## config.mk

```make
export PLATFORM = sky130hd
export DESIGN_NAME = ro_entropy_sampler
export DESIGN_NICKNAME = d
export VERILOG_FILES = /design/src/rtl/trng_pkg.sv /design/src/rtl/ro_sync.sv /design/src/rtl/ro_entropy_sampler.sv
export SDC_FILE = /design/constraint.sdc
export NUM_CORES = 1
export LEC_CHECK = 0
export CAP_MARGIN = 20
export CORE_MARGIN = 2
export CORE_UTILIZATION = 47
export DETAILED_ROUTE_END_ITERATION = 8
export HOLD_SLACK_MARGIN = 0.15
export PLACE_DENSITY = 0.68
export SYNTH_ARGS = -nofsm -noshare
export SYNTH_HDL_FRONTEND = slang
export SYNTH_SLANG_ARGS = --single-unit
```

## constraint.sdc

```tcl
create_clock -name clk -period 7.15 [get_ports clk]
set_input_delay 1.43 -clock clk [delete_from_list [all_inputs] [get_ports clk]]
set_output_delay 1.43 -clock clk [all_outputs]
set_load 0.03 [all_outputs]
```

## src/rtl/trng_pkg.sv

```systemverilog
// -----------------------------------------------------------------------------
// trng_pkg
// Shared definitions for the ring-oscillator entropy sampler:
//   - sampler_state_t : FSM state encoding used by ro_entropy_sampler
//   - TRNG_*          : default parameter values and synchronizer depth
// No ports (package).
// -----------------------------------------------------------------------------
package trng_pkg;

    typedef enum logic [2:0] {
        S_IDLE   = 3'd0,
        S_WARMUP = 3'd1,
        S_SAMPLE = 3'd2,
        S_HOLD   = 3'd3,
        S_FAIL   = 3'd4
    } sampler_state_t;

    localparam int TRNG_NUM_RO        = 8;
    localparam int TRNG_WORD_W        = 32;
    localparam int TRNG_SAMPLE_DIV    = 16;
    localparam int TRNG_WARMUP_CYCLES = 64;
    localparam int TRNG_REP_LIMIT     = 32;
    localparam int TRNG_SYNC_STAGES   = 2;

endpackage

```

## src/rtl/ro_sync.sv

```systemverilog
// -----------------------------------------------------------------------------
// ro_sync
// Single-bit synchronizer (TRNG_SYNC_STAGES flops) that brings one free-running
// ring-oscillator output into the clk domain.
// Ports:
//   clk  in  system clock
//   rst  in  synchronous, active-high reset
//   d    in  asynchronous RO output
//   q    out synchronized bit
// -----------------------------------------------------------------------------
module ro_sync
    import trng_pkg::*;
(
    input  logic clk,
    input  logic rst,
    input  logic d,
    output logic q
);

    (* ASYNC_REG = "TRUE" *) logic [TRNG_SYNC_STAGES-1:0] sync_ff;

    always_ff @(posedge clk) begin
        if (rst) begin
            sync_ff <= '0;
        end else begin
            sync_ff <= {sync_ff[TRNG_SYNC_STAGES-2:0], d};
        end
    end

    assign q = sync_ff[TRNG_SYNC_STAGES-1];

endmodule

```

## src/rtl/ro_entropy_sampler.sv

```systemverilog
// -----------------------------------------------------------------------------
// ro_entropy_sampler
// Consumer side of the ring-oscillator entropy source. Enables the RO cells,
// synchronizes their outputs, XORs them into one raw bit per sample tick,
// runs a repetition-count health test on the raw bits and packs accepted bits
// into WORD_W-bit words delivered on a valid/ready stream.
//
// Optional build macro:
//   RO_VON_NEUMANN_EN  raw bits are debiased in pairs (01->0, 10->1, 00/11
//                      dropped); undefined: every raw bit is accepted.
//
// Ports:
//   clk          in   system clock
//   rst          in   synchronous, active-high reset
//   en           in   run request (level)
//   ro_in        in   [NUM_RO-1:0] asynchronous RO outputs
//   ro_en        out  enable to all RO cells
//   m_data       out  [WORD_W-1:0] random word
//   m_valid      out  m_data valid
//   m_ready      in   consumer accepts word
//   health_fail  out  sticky repetition-count failure
//   busy         out  FSM not in IDLE
//
// state  | meaning
// IDLE   | ROs off, waiting for en
// WARMUP | ROs on, letting them settle for WARMUP_CYCLES
// SAMPLE | ticking every SAMPLE_DIV cycles, shifting accepted bits in
// HOLD   | word presented on m_data/m_valid, tick counter frozen
// FAIL   | health test tripped, ROs off, waiting for en=0
// -----------------------------------------------------------------------------
module ro_entropy_sampler
    import trng_pkg::*;
#(
    parameter int NUM_RO        = TRNG_NUM_RO,
    parameter int WORD_W        = TRNG_WORD_W,
    parameter int SAMPLE_DIV    = TRNG_SAMPLE_DIV,
    parameter int WARMUP_CYCLES = TRNG_WARMUP_CYCLES,
    parameter int REP_LIMIT     = TRNG_REP_LIMIT
) (
    input  logic              clk,
    input  logic              rst,
    input  logic              en,
    input  logic [NUM_RO-1:0] ro_in,
    output logic              ro_en,
    output logic [WORD_W-1:0] m_data,
    output logic              m_valid,
    input  logic              m_ready,
    output logic              health_fail,
    output logic              busy
);

    localparam int WARM_W = $clog2(WARMUP_CYCLES + 1);
    localparam int DIV_W  = $clog2(SAMPLE_DIV + 1);
    localparam int BIT_W  = $clog2(WORD_W + 1);
    localparam int REP_W  = $clog2(REP_LIMIT + 1);

    logic [NUM_RO-1:0] ro_s;
    logic              raw_bit;

    for (genvar i = 0; i < NUM_RO; i++) begin : g_sync
        ro_sync u_sync (
            .clk (clk),
            .rst (rst),
            .d   (ro_in[i]),
            .q   (ro_s[i])
        );
    end

    assign raw_bit = ^ro_s;

    sampler_state_t    state;
    logic [WARM_W-1:0] warm_cnt;
    logic [DIV_W-1:0]  tick_cnt;
    logic [BIT_W-1:0]  bit_cnt;
    logic [REP_W-1:0]  rep_cnt;
    logic              prev_bit;
    logic [WORD_W-1:0] shift;
`ifdef RO_VON_NEUMANN_EN
    logic              pair_have;
    logic              pair_a;
`endif

    logic              tick;
    logic [REP_W-1:0]  rep_next;
    logic              rep_trip;
    logic              acc_valid;
    logic              acc_bit;
    logic [WORD_W-1:0] shift_next;
    logic              word_done;

    always_comb begin
        tick = (state == S_SAMPLE) && (tick_cnt == DIV_W'(SAMPLE_DIV - 1));
        // rep_cnt == 0 means no previous bit in this run yet
        if ((rep_cnt != '0) && (raw_bit == prev_bit)) begin
            rep_next = rep_cnt + REP_W'(1);
        end else begin
            rep_next = REP_W'(1);
        end
        rep_trip = (rep_next == REP_W'(REP_LIMIT));
`ifdef RO_VON_NEUMANN_EN
        // second bit of a differing pair yields the first bit of the pair
        acc_valid = tick && pair_have && (pair_a != raw_bit);
        acc_bit   = pair_a;
`else
        acc_valid = tick;
        acc_bit   = raw_bit;
`endif
        shift_next = {shift[WORD_W-2:0], acc_bit};
        word_done  = acc_valid && (bit_cnt == BIT_W'(WORD_W - 1));
    end

    always_ff @(posedge clk) begin
        if (rst) begin
            state       <= S_IDLE;
            ro_en       <= 1'b0;
            m_valid     <= 1'b0;
            m_data      <= '0;
            health_fail <= 1'b0;
            warm_cnt    <= '0;
            tick_cnt    <= '0;
            bit_cnt     <= '0;
            rep_cnt     <= '0;
            prev_bit    <= 1'b0;
            shift       <= '0;
`ifdef RO_VON_NEUMANN_EN
            pair_have   <= 1'b0;
            pair_a      <= 1'b0;
`endif
        end else begin
            case (state)
                S_IDLE: begin
                    if (en) begin
                        state    <= S_WARMUP;
                        ro_en    <= 1'b1;
                        warm_cnt <= WARM_W'(WARMUP_CYCLES - 1);
                        rep_cnt  <= '0;
                        bit_cnt  <= '0;
                        shift    <= '0;
                    end
                end

                S_WARMUP: begin
                    if (!en) begin
                        state <= S_IDLE;
                        ro_en <= 1'b0;
                    end else if (warm_cnt == '0) begin
                        state    <= S_SAMPLE;
                        tick_cnt <= '0;
`ifdef RO_VON_NEUMANN_EN
                        pair_have <= 1'b0;
`endif
                    end else begin
                        warm_cnt <= warm_cnt - WARM_W'(1);
                    end
                end

                S_SAMPLE: begin
                    if (!en) begin
                        // partial word is discarded
                        state   <= S_IDLE;
                        ro_en   <= 1'b0;
                        bit_cnt <= '0;
                        shift   <= '0;
                    end else if (tick) begin
                        tick_cnt <= '0;
                        prev_bit <= raw_bit;
                        rep_cnt  <= rep_next;
                        if (rep_trip) begin
                            // health failure wins over a word completing on the same tick
                            state       <= S_FAIL;
                            health_fail <= 1'b1;
                            ro_en       <= 1'b0;
                            m_valid     <= 1'b0;
                        end else begin
`ifdef RO_VON_NEUMANN_EN
                            pair_have <= ~pair_have;
                            if (!pair_have) begin
                                pair_a <= raw_bit;
                            end
`endif
                            if (acc_valid) begin
                                shift   <= shift_next;
                                bit_cnt <= bit_cnt + BIT_W'(1);
                                if (word_done) begin
                                    m_data  <= shift_next;
                                    m_valid <= 1'b1;
                                    state   <= S_HOLD;
                                end
                            end
                        end
                    end else begin
                        tick_cnt <= tick_cnt + DIV_W'(1);
                    end
                end

                S_HOLD: begin
                    // en is only honoured once the pending word has been taken
                    if (m_valid && m_ready) begin
                        m_valid <= 1'b0;
                        bit_cnt <= '0;
                        shift   <= '0;
                        if (en) begin
                            state <= S_SAMPLE;
`ifdef RO_VON_NEUMANN_EN
                            pair_have <= 1'b0;
`endif
                        end else begin
                            state <= S_IDLE;
                            ro_en <= 1'b0;
                        end
                    end
                end

                S_FAIL: begin
                    if (!en) begin
                        health_fail <= 1'b0;
                        state       <= S_IDLE;
                    end
                end

                default: begin
                    state <= S_IDLE;
                    ro_en <= 1'b0;
                end
            endcase
        end
    end

    assign busy = (state != S_IDLE);

endmodule

```

==> run metrics <==
Worst R2R Setup Slack=4.32 ns; depth of the CTS H-tree=3; Initial Util=48.3%; FF+latch count, synth=110; YS warnings=0; Syn Area/Cell=9.98 um2; register area share after synthesis=49.6%; syn_nets=463; total die area=0.0102 mm2; Antenna Nets Post-Route=0; 1st-pass router iterations=4; fin worst setup slack=3.48 ns; routed wire length=8180 um; Max Clock Skew=0.0165 ns; worst vdd ir=0.135 mV; Worst Hold End=g_sync[1].u_sync.sync_ff[1]; Num CTS Buffers=9; most frequent cells in the layout=dfxtp_1 (110), nor2_1 (49), clkdlybuf4s50_1 (46); status=completed; FP Rows=35; number of vias per cell=5.48; vias in the first global route=2990; fmax=0.272 GHz; crit path capture type=flip-flop; final period utilization=51.3%; Final Hold Viols=0; routed length per instance=13.7 um; Mapped Cells=445; commonest non-fill, non-tap cell in the layout=dfxtp_1; maximum clock path buffer count=2; worst min path class=flip-flop to flip-flop; HP Start=g_sync[1].u_sync.sync_ff[0]; synth-to-layout area growth=17.3%; total core area=0.00920 mm2; synthesized area=0.00444 mm2; CTS tree=done; Die X=101 um; CP Launch Type=primary input; Placed Area=0.00494 mm2; GP Congestion=0.824; first-pass GRT wire length=13800 um; count of final setup violators=0; fin nets=500; I/O pin count=48; WL met2=3720 um; min cycle time layout=3.67 ns; post-route design area=0.00521 mm2; CP Max Fanout=33; end of the worst register-to-register path=shift[9]; worst reg-to-reg path cell count=9; fraction of registers with async set/reset=0%; DP Wirelength=5280 um; number of synthesized flops with an enable pin=0; hold buffer count at CTS=0; Metal-1 WL=4100 um; Post-CTS Resized=0; worst slew pin tran=0.842 ns; Antenna Cells=0; distinct cell type count after synthesis=51; Vias=3277; reg2reg start=rep_cnt[0]; share of cells above drive strength 1=6.37%; IO Port Bufs=47; Max-cap violations=0; kind of critical path=primary input to flip-flop; Slew Viols, Final=0; routed wl met3=245 um; clk slew on worst S/H paths=0.12 ns; GRT Total Usage=16.6%; WP data arrival=3.90 ns; setup tns final=0 ns; Root Buffer=clkbuf_8; Die H=101 um; DP Worst Slack=2.91 ns; clock latency on the worst-skew pair=0.37 ns; worst path required time=7.38 ns; largest net degree at the start of global routing=84; Primary FF master, synth=dfxtp_1; clk sinks=110; Worst Hold Depth=1; slew margin rel.=43.9%; # DRC=0; setup repair bufs after CTS=0; initial antenna violation count=0; top layer in use=met4; grt ovf=0; Leakage Power=1.83 nW; PwrDens=235 mW/mm2; RSZ-0062 raised after global routing=no; Starting DRT DRC Count=105
-- synthesized netlist by cell type, types with 5 or more instances --
cell	n	area, um2
a22o_1	30	263
nor4_1	5	31.3
a21oi_1	27	135
a31oi_1	7	43.8
xnor2_1	7	61.3
o21ai_0	7	35.0
a211oi_1	9	67.6
clkbuf_1	14	52.6
nand3_1	13	65.1
ha_1	6	75.1
nor2_1	50	188
nor3_1	10	50.1
inv_1	9	33.8
mux2i_1	32	320
nand2_1	20	75.1
xor2_1	5	43.8
buf_2	7	35.0
nor2b_1	18	113
dfxtp_1	110	2200
-- area by class of cell --
type                    count  area [um2]
clock buffers               9         124
clock inverters             7        93.8
multi-input cells         301        2080
well taps                 111         139
flip-flops and latches    110        2200
inverters                   9        33.8
repair buffers             51         536
fillers                   825        3990
-- worst max path at each step --
stage                     from          to  slack [ns]  depth (start not counted)
after global routing        en  m_data[24]        3.26                          7
final                       en  m_data[22]        3.48                          7
after detailed placement    en    shift[1]        2.91                          7
after floorplan             en  m_data[16]        4.27                          7
after CTS                   en    shift[9]        3.29                          7
after global placement      en   shift[18]        3.01                          7
-- report_power, final --
group / internal [mW] / leakage, nW / switching (mW) / total [mW]
sequential: 0.632 / 0.892 / 0.0232 / 0.655
combinational: 0.0746 / 0.835 / 0.107 / 0.182
clock: 0.145 / 0.108 / 0.239 / 0.384
-- logic make-up (layout without fill, tap and decap cells) --
| group | after synthesis | in the layout | synth area share (%) |
|---|---|---|---|
| AO/OA/AOI/OAI | 101 | 101 | 16.7 |
| multiplexers | 32 | 32 | 7.21 |
| XOR/XNOR | 15 | 15 | 4.06 |
| adder cells (fa/ha/maj) | 6 | 6 | 1.69 |
| buffers and inverters | 34 | 76 | 3.75 |
| flip-flops | 110 | 110 | 49.6 |
| AND/OR/NAND/NOR | 147 | 147 | 17.0 |
-- routing by layer --
metal  vias to the layer above  global-route usage [%]
li1                       1667                       -
met1                      1550                    23.6
met2                        50                    24.8
met3                        10                    3.73
met4                         0                    6.34
met5                         -                       0
-- through the flow --
step	instances	util, %	hold WS (ns)	total power, mW
floorplan	445	-	0.414	0.799
global placement	580	53.7	0.418	0.838
detailed placement	580	53.7	0.423	0.842
CTS	596	56.0	0.441	1.23
global route	598	56.6	0.463	1.29
finish	598	56.6	0.435	1.22
-- flip-flops by register name, summed over array words and instances (netlist names) --
name and count:
m_valid 1, rep_cnt 6, state 3, shift 31, g_sync.u_sync.sync_ff 16, tick_cnt 5, prev_bit 1, m_data 32
warm_cnt 7, ro_en 1, bit_cnt 6, health_fail 1
-- critical path: stages --
cell	delay [ns]
clkdlybuf4s50_1	0.74
and2_1	0.33
nand2_1	0.28
a211oi_4	0.29
buf_4	0.48
mux2i_1	0.25
nor2_1	0.05
(Power assumes the default switching activity.)
